--- config.mk ---
export PLATFORM = sky130hd
export DESIGN_NAME = uart_param
export DESIGN_NICKNAME = d
export VERILOG_FILES = /design/src/rtl/uart_pkg.sv /design/src/rtl/uart_rx_core.sv /design/src/rtl/uart_param.sv
export SDC_FILE = /design/constraint.sdc
export NUM_CORES = 1
export LEC_CHECK = 0
export BUFFER_PORTS_ARGS = -buffer_cell sky130_fd_sc_hd__buf_4
export CAP_MARGIN = 10
export CELL_PAD_IN_SITES_DETAIL_PLACEMENT = 0
export CELL_PAD_IN_SITES_GLOBAL_PLACEMENT = 2
export CORE_ASPECT_RATIO = 1.4
export CORE_MARGIN = 2
export CORE_UTILIZATION = 40
export CTS_BUF_LIST = sky130_fd_sc_hd__clkbuf_8
export DETAILED_ROUTE_END_ITERATION = 16
export PLACE_DENSITY = 0.84
export SLEW_MARGIN = 25
export SYNTH_ARGS = -nofsm -noshare
export SYNTH_HDL_FRONTEND = slang
export SYNTH_SLANG_ARGS = --single-unit
--- constraint.sdc ---
create_clock -name clk -period 2.5 [get_ports clk]
set_input_delay 0.125 -clock clk [delete_from_list [all_inputs] [get_ports clk]]
set_output_delay 0.125 -clock clk [all_outputs]
set_load 0.05 [all_outputs]
--- src/rtl/uart_pkg.sv ---
// Shared types and helpers for the parametrised UART.
// Enumerators carry a Tx/Rx prefix so both state types can live in one package.
package uart_pkg;

  typedef enum int unsigned {
    PAR_NONE = 0,
    PAR_EVEN = 1,
    PAR_ODD  = 2
  } parity_e;

  typedef enum logic [2:0] {
    TxIdle,
    TxStart,
    TxData,
    TxParity,
    TxStop
  } tx_state_e;

  typedef enum logic [2:0] {
    RxIdle,
    RxStart,
    RxData,
    RxParity,
    RxStop
  } rx_state_e;

  // Total bits on the wire for one frame: start + payload + optional parity + stop.
  function automatic int unsigned frame_bits(input int unsigned data_bits,
                                             input int unsigned parity,
                                             input int unsigned stop_bits);
    return 32'd1 + data_bits + ((parity != PAR_NONE) ? 32'd1 : 32'd0) + stop_bits;
  endfunction

endpackage

--- src/rtl/uart_rx_core.sv ---
// UART receiver: 2-flop synchroniser, mid-bit sampling FSM with start-bit glitch
// rejection, and sticky ready plus per-frame error flags.
module uart_rx_core
  import uart_pkg::*;
#(
  parameter int unsigned CLOCKS_PER_PULSE = 16,
  parameter int unsigned DATA_BITS        = 8,
  parameter int unsigned PARITY           = 0
) (
  input  logic                 clk,
  input  logic                 rstn,
  input  logic                 rx,
  input  logic                 ready_clr,
  output logic                 ready,
  output logic [DATA_BITS-1:0] data_out,
  output logic                 parity_err,
  output logic                 frame_err
);

  localparam int unsigned CntW = $clog2(CLOCKS_PER_PULSE);
  localparam int unsigned BitW = $clog2(DATA_BITS + 1);
  localparam logic [CntW-1:0] BitEnd   = CntW'(CLOCKS_PER_PULSE - 1);
  localparam logic [CntW-1:0] HalfEnd  = CntW'(CLOCKS_PER_PULSE / 2 - 1);
  localparam logic [BitW-1:0] LastData = BitW'(DATA_BITS - 1);
  localparam bit HasPar = (PARITY != PAR_NONE);
  localparam bit OddPar = (PARITY == PAR_ODD);

  rx_state_e            state_q, state_d;
  logic [1:0]           sync_q;
  logic [CntW-1:0]      cnt_q, cnt_d;
  logic [BitW-1:0]      bit_q, bit_d;
  logic [DATA_BITS-1:0] shreg_q, shreg_d;
  logic                 par_bit_q, par_bit_d;
  logic                 rx_s, done, par_mismatch;

  assign rx_s = sync_q[1];

  always_ff @(posedge clk or negedge rstn) begin
    if (!rstn) begin
      state_q   <= RxIdle;
      sync_q    <= 2'b11;
      cnt_q     <= '0;
      bit_q     <= '0;
      shreg_q   <= '0;
      par_bit_q <= 1'b0;
    end else begin
      state_q   <= state_d;
      sync_q    <= {sync_q[0], rx};
      cnt_q     <= cnt_d;
      bit_q     <= bit_d;
      shreg_q   <= shreg_d;
      par_bit_q <= par_bit_d;
    end
  end

  always_comb begin
    state_d   = state_q;
    cnt_d     = cnt_q + 1'b1;
    bit_d     = bit_q;
    shreg_d   = shreg_q;
    par_bit_d = par_bit_q;
    unique case (state_q)
      RxIdle: begin
        cnt_d = '0;
        if (!rx_s) state_d = RxStart;
      end
      RxStart: begin
        // Line back high by mid-start-bit means a glitch, not a frame.
        if (cnt_q == HalfEnd) begin
          cnt_d   = '0;
          bit_d   = '0;
          state_d = rx_s ? RxIdle : RxData;
        end
      end
      RxData: begin
        if (cnt_q == BitEnd) begin
          cnt_d   = '0;
          shreg_d = {rx_s, shreg_q[DATA_BITS-1:1]};
          bit_d   = bit_q + 1'b1;
          if (bit_q == LastData) state_d = HasPar ? RxParity : RxStop;
        end
      end
      RxParity: begin
        if (cnt_q == BitEnd) begin
          cnt_d     = '0;
          par_bit_d = rx_s;
          state_d   = RxStop;
        end
      end
      RxStop: begin
        if (cnt_q == BitEnd) begin
          cnt_d   = '0;
          state_d = RxIdle;
        end
      end
      default: state_d = RxIdle;
    endcase
  end

  always_comb begin
    done         = (state_q == RxStop) && (cnt_q == BitEnd);
    par_mismatch = HasPar && ((^shreg_q ^ par_bit_q) != OddPar);
  end

  // Frame completion beats a concurrent ready_clr.
  always_ff @(posedge clk or negedge rstn) begin
    if (!rstn) begin
      ready      <= 1'b0;
      data_out   <= '0;
      parity_err <= 1'b0;
      frame_err  <= 1'b0;
    end else if (done) begin
      ready      <= 1'b1;
      data_out   <= shreg_q;
      parity_err <= par_mismatch;
      frame_err  <= ~rx_s;
    end else if (ready_clr) begin
      ready      <= 1'b0;
    end
  end

endmodule

--- src/rtl/uart_param.sv ---
// Parametrised full-duplex UART top: inline TX FSM with registered outputs,
// receiver delegated to uart_rx_core.
module uart_param
  import uart_pkg::*;
#(
  parameter int unsigned CLOCKS_PER_PULSE = 16,
  parameter int unsigned DATA_BITS        = 8,
  parameter int unsigned PARITY           = 0,
  parameter int unsigned STOP_BITS        = 1
) (
  input  logic                 clk,
  input  logic                 rstn,
  input  logic [DATA_BITS-1:0] data_in,
  input  logic                 data_en,
  output logic                 tx,
  output logic                 tx_busy,
  input  logic                 rx,
  output logic                 ready,
  input  logic                 ready_clr,
  output logic [DATA_BITS-1:0] data_out,
  output logic                 parity_err,
  output logic                 frame_err
);

  localparam int unsigned CntW = $clog2(CLOCKS_PER_PULSE * STOP_BITS);
  localparam int unsigned BitW = $clog2(frame_bits(DATA_BITS, PARITY, STOP_BITS) + 1);
  localparam logic [CntW-1:0] BitEnd   = CntW'(CLOCKS_PER_PULSE - 1);
  localparam logic [CntW-1:0] StopEnd  = CntW'(CLOCKS_PER_PULSE * STOP_BITS - 1);
  localparam logic [BitW-1:0] LastData = BitW'(DATA_BITS - 1);
  localparam bit HasPar = (PARITY != PAR_NONE);
  localparam bit OddPar = (PARITY == PAR_ODD);

  tx_state_e            state_q, state_d;
  logic [CntW-1:0]      cnt_q, cnt_d;
  logic [BitW-1:0]      bit_q, bit_d;
  logic [DATA_BITS-1:0] shreg_q, shreg_d;
  logic                 par_q, par_d;
  logic                 tx_q, tx_d, busy_q, busy_d;

  always_ff @(posedge clk or negedge rstn) begin
    if (!rstn) begin
      state_q <= TxIdle;
      cnt_q   <= '0;
      bit_q   <= '0;
      shreg_q <= '0;
      par_q   <= 1'b0;
      tx_q    <= 1'b1;
      busy_q  <= 1'b0;
    end else begin
      state_q <= state_d;
      cnt_q   <= cnt_d;
      bit_q   <= bit_d;
      shreg_q <= shreg_d;
      par_q   <= par_d;
      tx_q    <= tx_d;
      busy_q  <= busy_d;
    end
  end

  always_comb begin
    state_d = state_q;
    cnt_d   = cnt_q + 1'b1;
    bit_d   = bit_q;
    shreg_d = shreg_q;
    par_d   = par_q;
    unique case (state_q)
      TxIdle: begin
        cnt_d = '0;
        if (data_en) begin
          state_d = TxStart;
          shreg_d = data_in;
          par_d   = OddPar ? ~(^data_in) : ^data_in;
        end
      end
      TxStart: begin
        if (cnt_q == BitEnd) begin
          cnt_d   = '0;
          bit_d   = '0;
          state_d = TxData;
        end
      end
      TxData: begin
        if (cnt_q == BitEnd) begin
          cnt_d   = '0;
          shreg_d = shreg_q >> 1;
          bit_d   = bit_q + 1'b1;
          if (bit_q == LastData) state_d = HasPar ? TxParity : TxStop;
        end
      end
      TxParity: begin
        if (cnt_q == BitEnd) begin
          cnt_d   = '0;
          state_d = TxStop;
        end
      end
      TxStop: begin
        if (cnt_q == StopEnd) begin
          cnt_d   = '0;
          state_d = TxIdle;
        end
      end
      default: state_d = TxIdle;
    endcase
  end

  // Outputs are decoded from the next state so the registered pins track the FSM edge.
  always_comb begin
    tx_d   = 1'b1;
    busy_d = 1'b1;
    unique case (state_d)
      TxIdle:   busy_d = 1'b0;
      TxStart:  tx_d = 1'b0;
      TxData:   tx_d = shreg_d[0];
      TxParity: tx_d = par_d;
      TxStop:   tx_d = 1'b1;
      default: begin
        tx_d   = 1'b1;
        busy_d = 1'b0;
      end
    endcase
  end

  assign tx      = tx_q;
  assign tx_busy = busy_q;

  uart_rx_core #(
    .CLOCKS_PER_PULSE(CLOCKS_PER_PULSE),
    .DATA_BITS       (DATA_BITS),
    .PARITY          (PARITY)
  ) u_rx (
    .clk       (clk),
    .rstn      (rstn),
    .rx        (rx),
    .ready_clr (ready_clr),
    .ready     (ready),
    .data_out  (data_out),
    .parity_err(parity_err),
    .frame_err (frame_err)
  );

endmodule
==> metrics.log <==
[metrics] result of the run: finished, final reports clean
[metrics] slowest stage cell, crit path: a21oi_1
[metrics] count of different cell masters after synthesis: 45
[metrics] sequential area share after synthesis: 0.552
[metrics] critical path startpoint category: flip-flop
[metrics] fraction of the core area covered by cells at the end of the flow: 0.471
[metrics] post-layout instance area: 2740 um2
[metrics] post-detailed-placement cell area: 2620 um2
[metrics] clock sinks: 53
[metrics] area occupied by multi-input gates: 985 um2
[metrics] slack of the worst reg-to-reg path: 0.63 ns
[metrics] WS Path Type: reg -> reg
[metrics] hold violation total from the final report: 0
[metrics] TritonCTS clock tree: built
[metrics] mean post-synth cell area: 11.0 um2
[metrics] first-pass detailed-route iteration total: 4
[metrics] Final Total Pwr: 2.40 mW
[metrics] root buffer cell: clkbuf_8
[metrics] Cell Count Post-Placement: 303
[metrics] # Max-Cap Violations: 0
[metrics] Boundary Pins: 26
[metrics] cell type contributing the most total cell area after synthesis: dfrtp_1
[metrics] top achievable clock speed: 536 MHz
[metrics] routability congestion estimate from global placement: 0.714
[metrics] synth top area cells: dfrtp_1, mux2_2, xnor2_1, nand2_1, o21ai_0
[metrics] number of diodes added for antenna fixing: 0
[metrics] setup repair after global routing missed its margin: no
[metrics] floorplan die area: 6670 um2
[metrics] insertion delay of the later-clocked pin in the worst-skew pair: 0.31 ns
[metrics] post-layout worst setup margin: 0.634 ns
[metrics] worst setup path endpoint: tx
[metrics] Routed Wire Length: 4.18 mm
[metrics] post-synth net total: 236
[metrics] Crit path largest cell delay: 0.48 ns
[metrics] ratio of final minimum period to clock period: 0.746
[metrics] main flop type after synthesis: dfrtp_1
[metrics] worst setup slack after placement: 0.661 ns
[metrics] maximum VDD drop: 0.000571 V
[metrics] floorplan die height: 95.9 um
[metrics] aggregate global routing overflow: 0
[metrics] Worst Path Required: 2.72 ns
[metrics] post-detailed-route wirelength per cell: 13.3 um
[metrics] post-CTS setup buffers: 0
[metrics] top cells by count, synth: dfrtp_1, nand2_1, o21ai_0
[metrics] pin count of the biggest net entering global routing: 54
[metrics] Clock Skew: 0.0123 ns
[metrics] CP Data Arrival Time: 2.08 ns
[metrics] Static Leakage: 1.25 nW
[metrics] row count: 33
[metrics] layout overhead on the synthesized area: 13.8%
[metrics] number of buffers created by CTS: 5
[metrics] Worst R2R End: tx
[metrics] path class of the lowest-slack min-delay path: in -> reg
[metrics] number of nets with antenna violations after routing: 0
[metrics] filler cell count in the final layout: 555
[metrics] Syn Inst Count: 219
[metrics] nature of the critical path endpoint: flip-flop
[metrics] final total negative setup slack: 0 ns
[metrics] port bufs: 24
[metrics] post-route insts no fill: 314
[metrics] flip-flop and latch count after synthesis: 53
[metrics] number of levels in the clock H-tree: 2
[metrics] launch instance of the worst register-to-register path: cnt_q[0]
[metrics] area share of the largest cell type after synthesis: 0.519
[metrics] post-detail-place hpwl: 2.85 mm
[metrics] vias post-DR: 1602
[metrics] WP buf/inv: 0
[metrics] total of warnings raised by yosys: 0
[metrics] sequential cell area in the final layout: 1330 um2
[metrics] CTS Buffer Depth: 2
[metrics] path length in cells of the critical path: 6
[metrics] starting density of the core: 0.414
[metrics] DRC: 0
[metrics] DRC marker count from the first detailed-route iteration: 119
[metrics] critical path startpoint: cnt_q[0]
[metrics] via count of the first global-routing pass: 1492
[metrics] relative slew slack: 0.558
[metrics] post-route minimum period: 1.87 ns
[metrics] transition time at the pin with the least slew margin: 0.662 ns
[metrics] proportion of layout cells with a drive suffix above 1: 0.238
[metrics] R2R depth: 6
[metrics] overall die width: 69.6 um
[metrics] clk slew on worst S/H paths: 0.10 ns
[metrics] DR vias/cell: 5.10
[metrics] antenna violations before repair: 0
[metrics] Crit path max-delay family: compound AO/OA/AOI/OAI gates
[metrics] number of synthesized flops with an enable pin: 0
[metrics] Net count, final: 260
[metrics] most instantiated library cell after synthesis: dfrtp_1
[metrics] # setup viols final: 0
[metrics] biggest fanout along the worst timing path: 8
[metrics] proportion of synthesized flip-flops having asynchronous set or reset: 1.00
[metrics] Worst Hold Margin: 0.0587 ns
[metrics] placeable core region: 5820 um2
[metrics] worst-path cell chain: ha_1, and3_4, a21oi_1, a221o_1, o21ai_1, o31ai_1
[metrics] total global-route track usage: 0.133
[metrics] power density cells: 873 nW/um2
[metrics] Slew Viols, Final: 0
[metrics] Netlist Area Pre-Place: 2410 um2
[metrics] global-route wire length before repair: 7.13 mm
placed cells by master (no fill, tap or decap), drive strengths merged, types with 2 or more instances in the layout:
cell type	instances
dfrtp	50
buf	25
nand2	24
o21ai	19
mux2	16
nor2	13
a21oi	11
xnor2	10
inv	9
nand3	7
a22oi	7
clkbuf	5
ha	4
nor3	4
xor2	3
a31oi	3
dlygate4sd3	3
dfstp	3
and2	3
or3	2
o31ai	2
nand4	2
and3	2
nor4b	2
cell families after synthesis:
kind of cell,Yosys count,share of synthesized area
buf+inv,19,0.0400
mux,17,0.0789
simple gates,64,0.138
xor+xnor,13,0.0472
flops,53,0.552
other cells,1,0.00156
compound gates,47,0.118
fa+ha+maj,5,0.0249
layout make-up:
class / count / area share
inverters: 8 / 0.0109
flip-flops and latches: 53 / 0.485
clock buffers: 5 / 0.0251
well taps: 70 / 0.0319
multi-input cells: 147 / 0.359
clock inverters: 3 / 0.00912
repair buffers: 28 / 0.0793
sequential cells by signal, indices dropped and copies added, names as in the netlist:
register,cells
tx,1
u_rx.frame_err,1
u_rx.sync_q,2
shreg_q,8
u_rx.ready,1
u_rx.bit_q,4
cnt_q,4
state_q,3
tx_busy,1
u_rx.data_out,8
u_rx.shreg_q,8
u_rx.state_q,3
u_rx.cnt_q,4
bit_q,4
par_q,1
how the worst min path moves through the flow:
stage	from	end	slack, ns	cells past startpoint
after CTS	data_in[2]	shreg_q[2]	0.04	3
after global placement	rstn	u_rx.ready	0.20	1
after floorplan	rstn	bit_q[0]	-0.17	0
after global routing	data_in[1]	shreg_q[1]	0.05	3
after detailed placement	rstn	u_rx.ready	0.21	1
final	data_in[2]	shreg_q[2]	0.06	3
timing repair:
item / CTS / global route
resized for setup: 0 / 0
hold endpoints to repair: 52 / 0
hold buffers: 3 / 0
tightest hold or removal path: stages:
cell and delay [ns]:
buf_4 0.09, a22oi_1 0.07, nand2_1 0.05
where the power goes:
| group | total, mW | leakage (nW) | switching (mW) | internal (mW) |
|---|---|---|---|---|
| logic | 0.630 | 0.523 | 0.362 | 0.268 |
| registers | 1.26 | 0.686 | 0.206 | 1.06 |
| clock network | 0.504 | 0.0447 | 0.301 | 0.203 |
| total | 2.40 | 1.25 | 0.868 | 1.53 |
per-layer routing:
| metal | vias up | GRT usage | routed length, um |
|---|---|---|---|
| li1 | 805 | - | - |
| met1 | 769 | 0.174 | 1970 |
| met2 | 24 | 0.220 | 2040 |
| met3 | 4 | 0.0293 | 124 |
| met4 | 0 | 0.0513 | 45 |
| met5 | - | 0 | 0 |
Power figures use the tool's default switching activity.
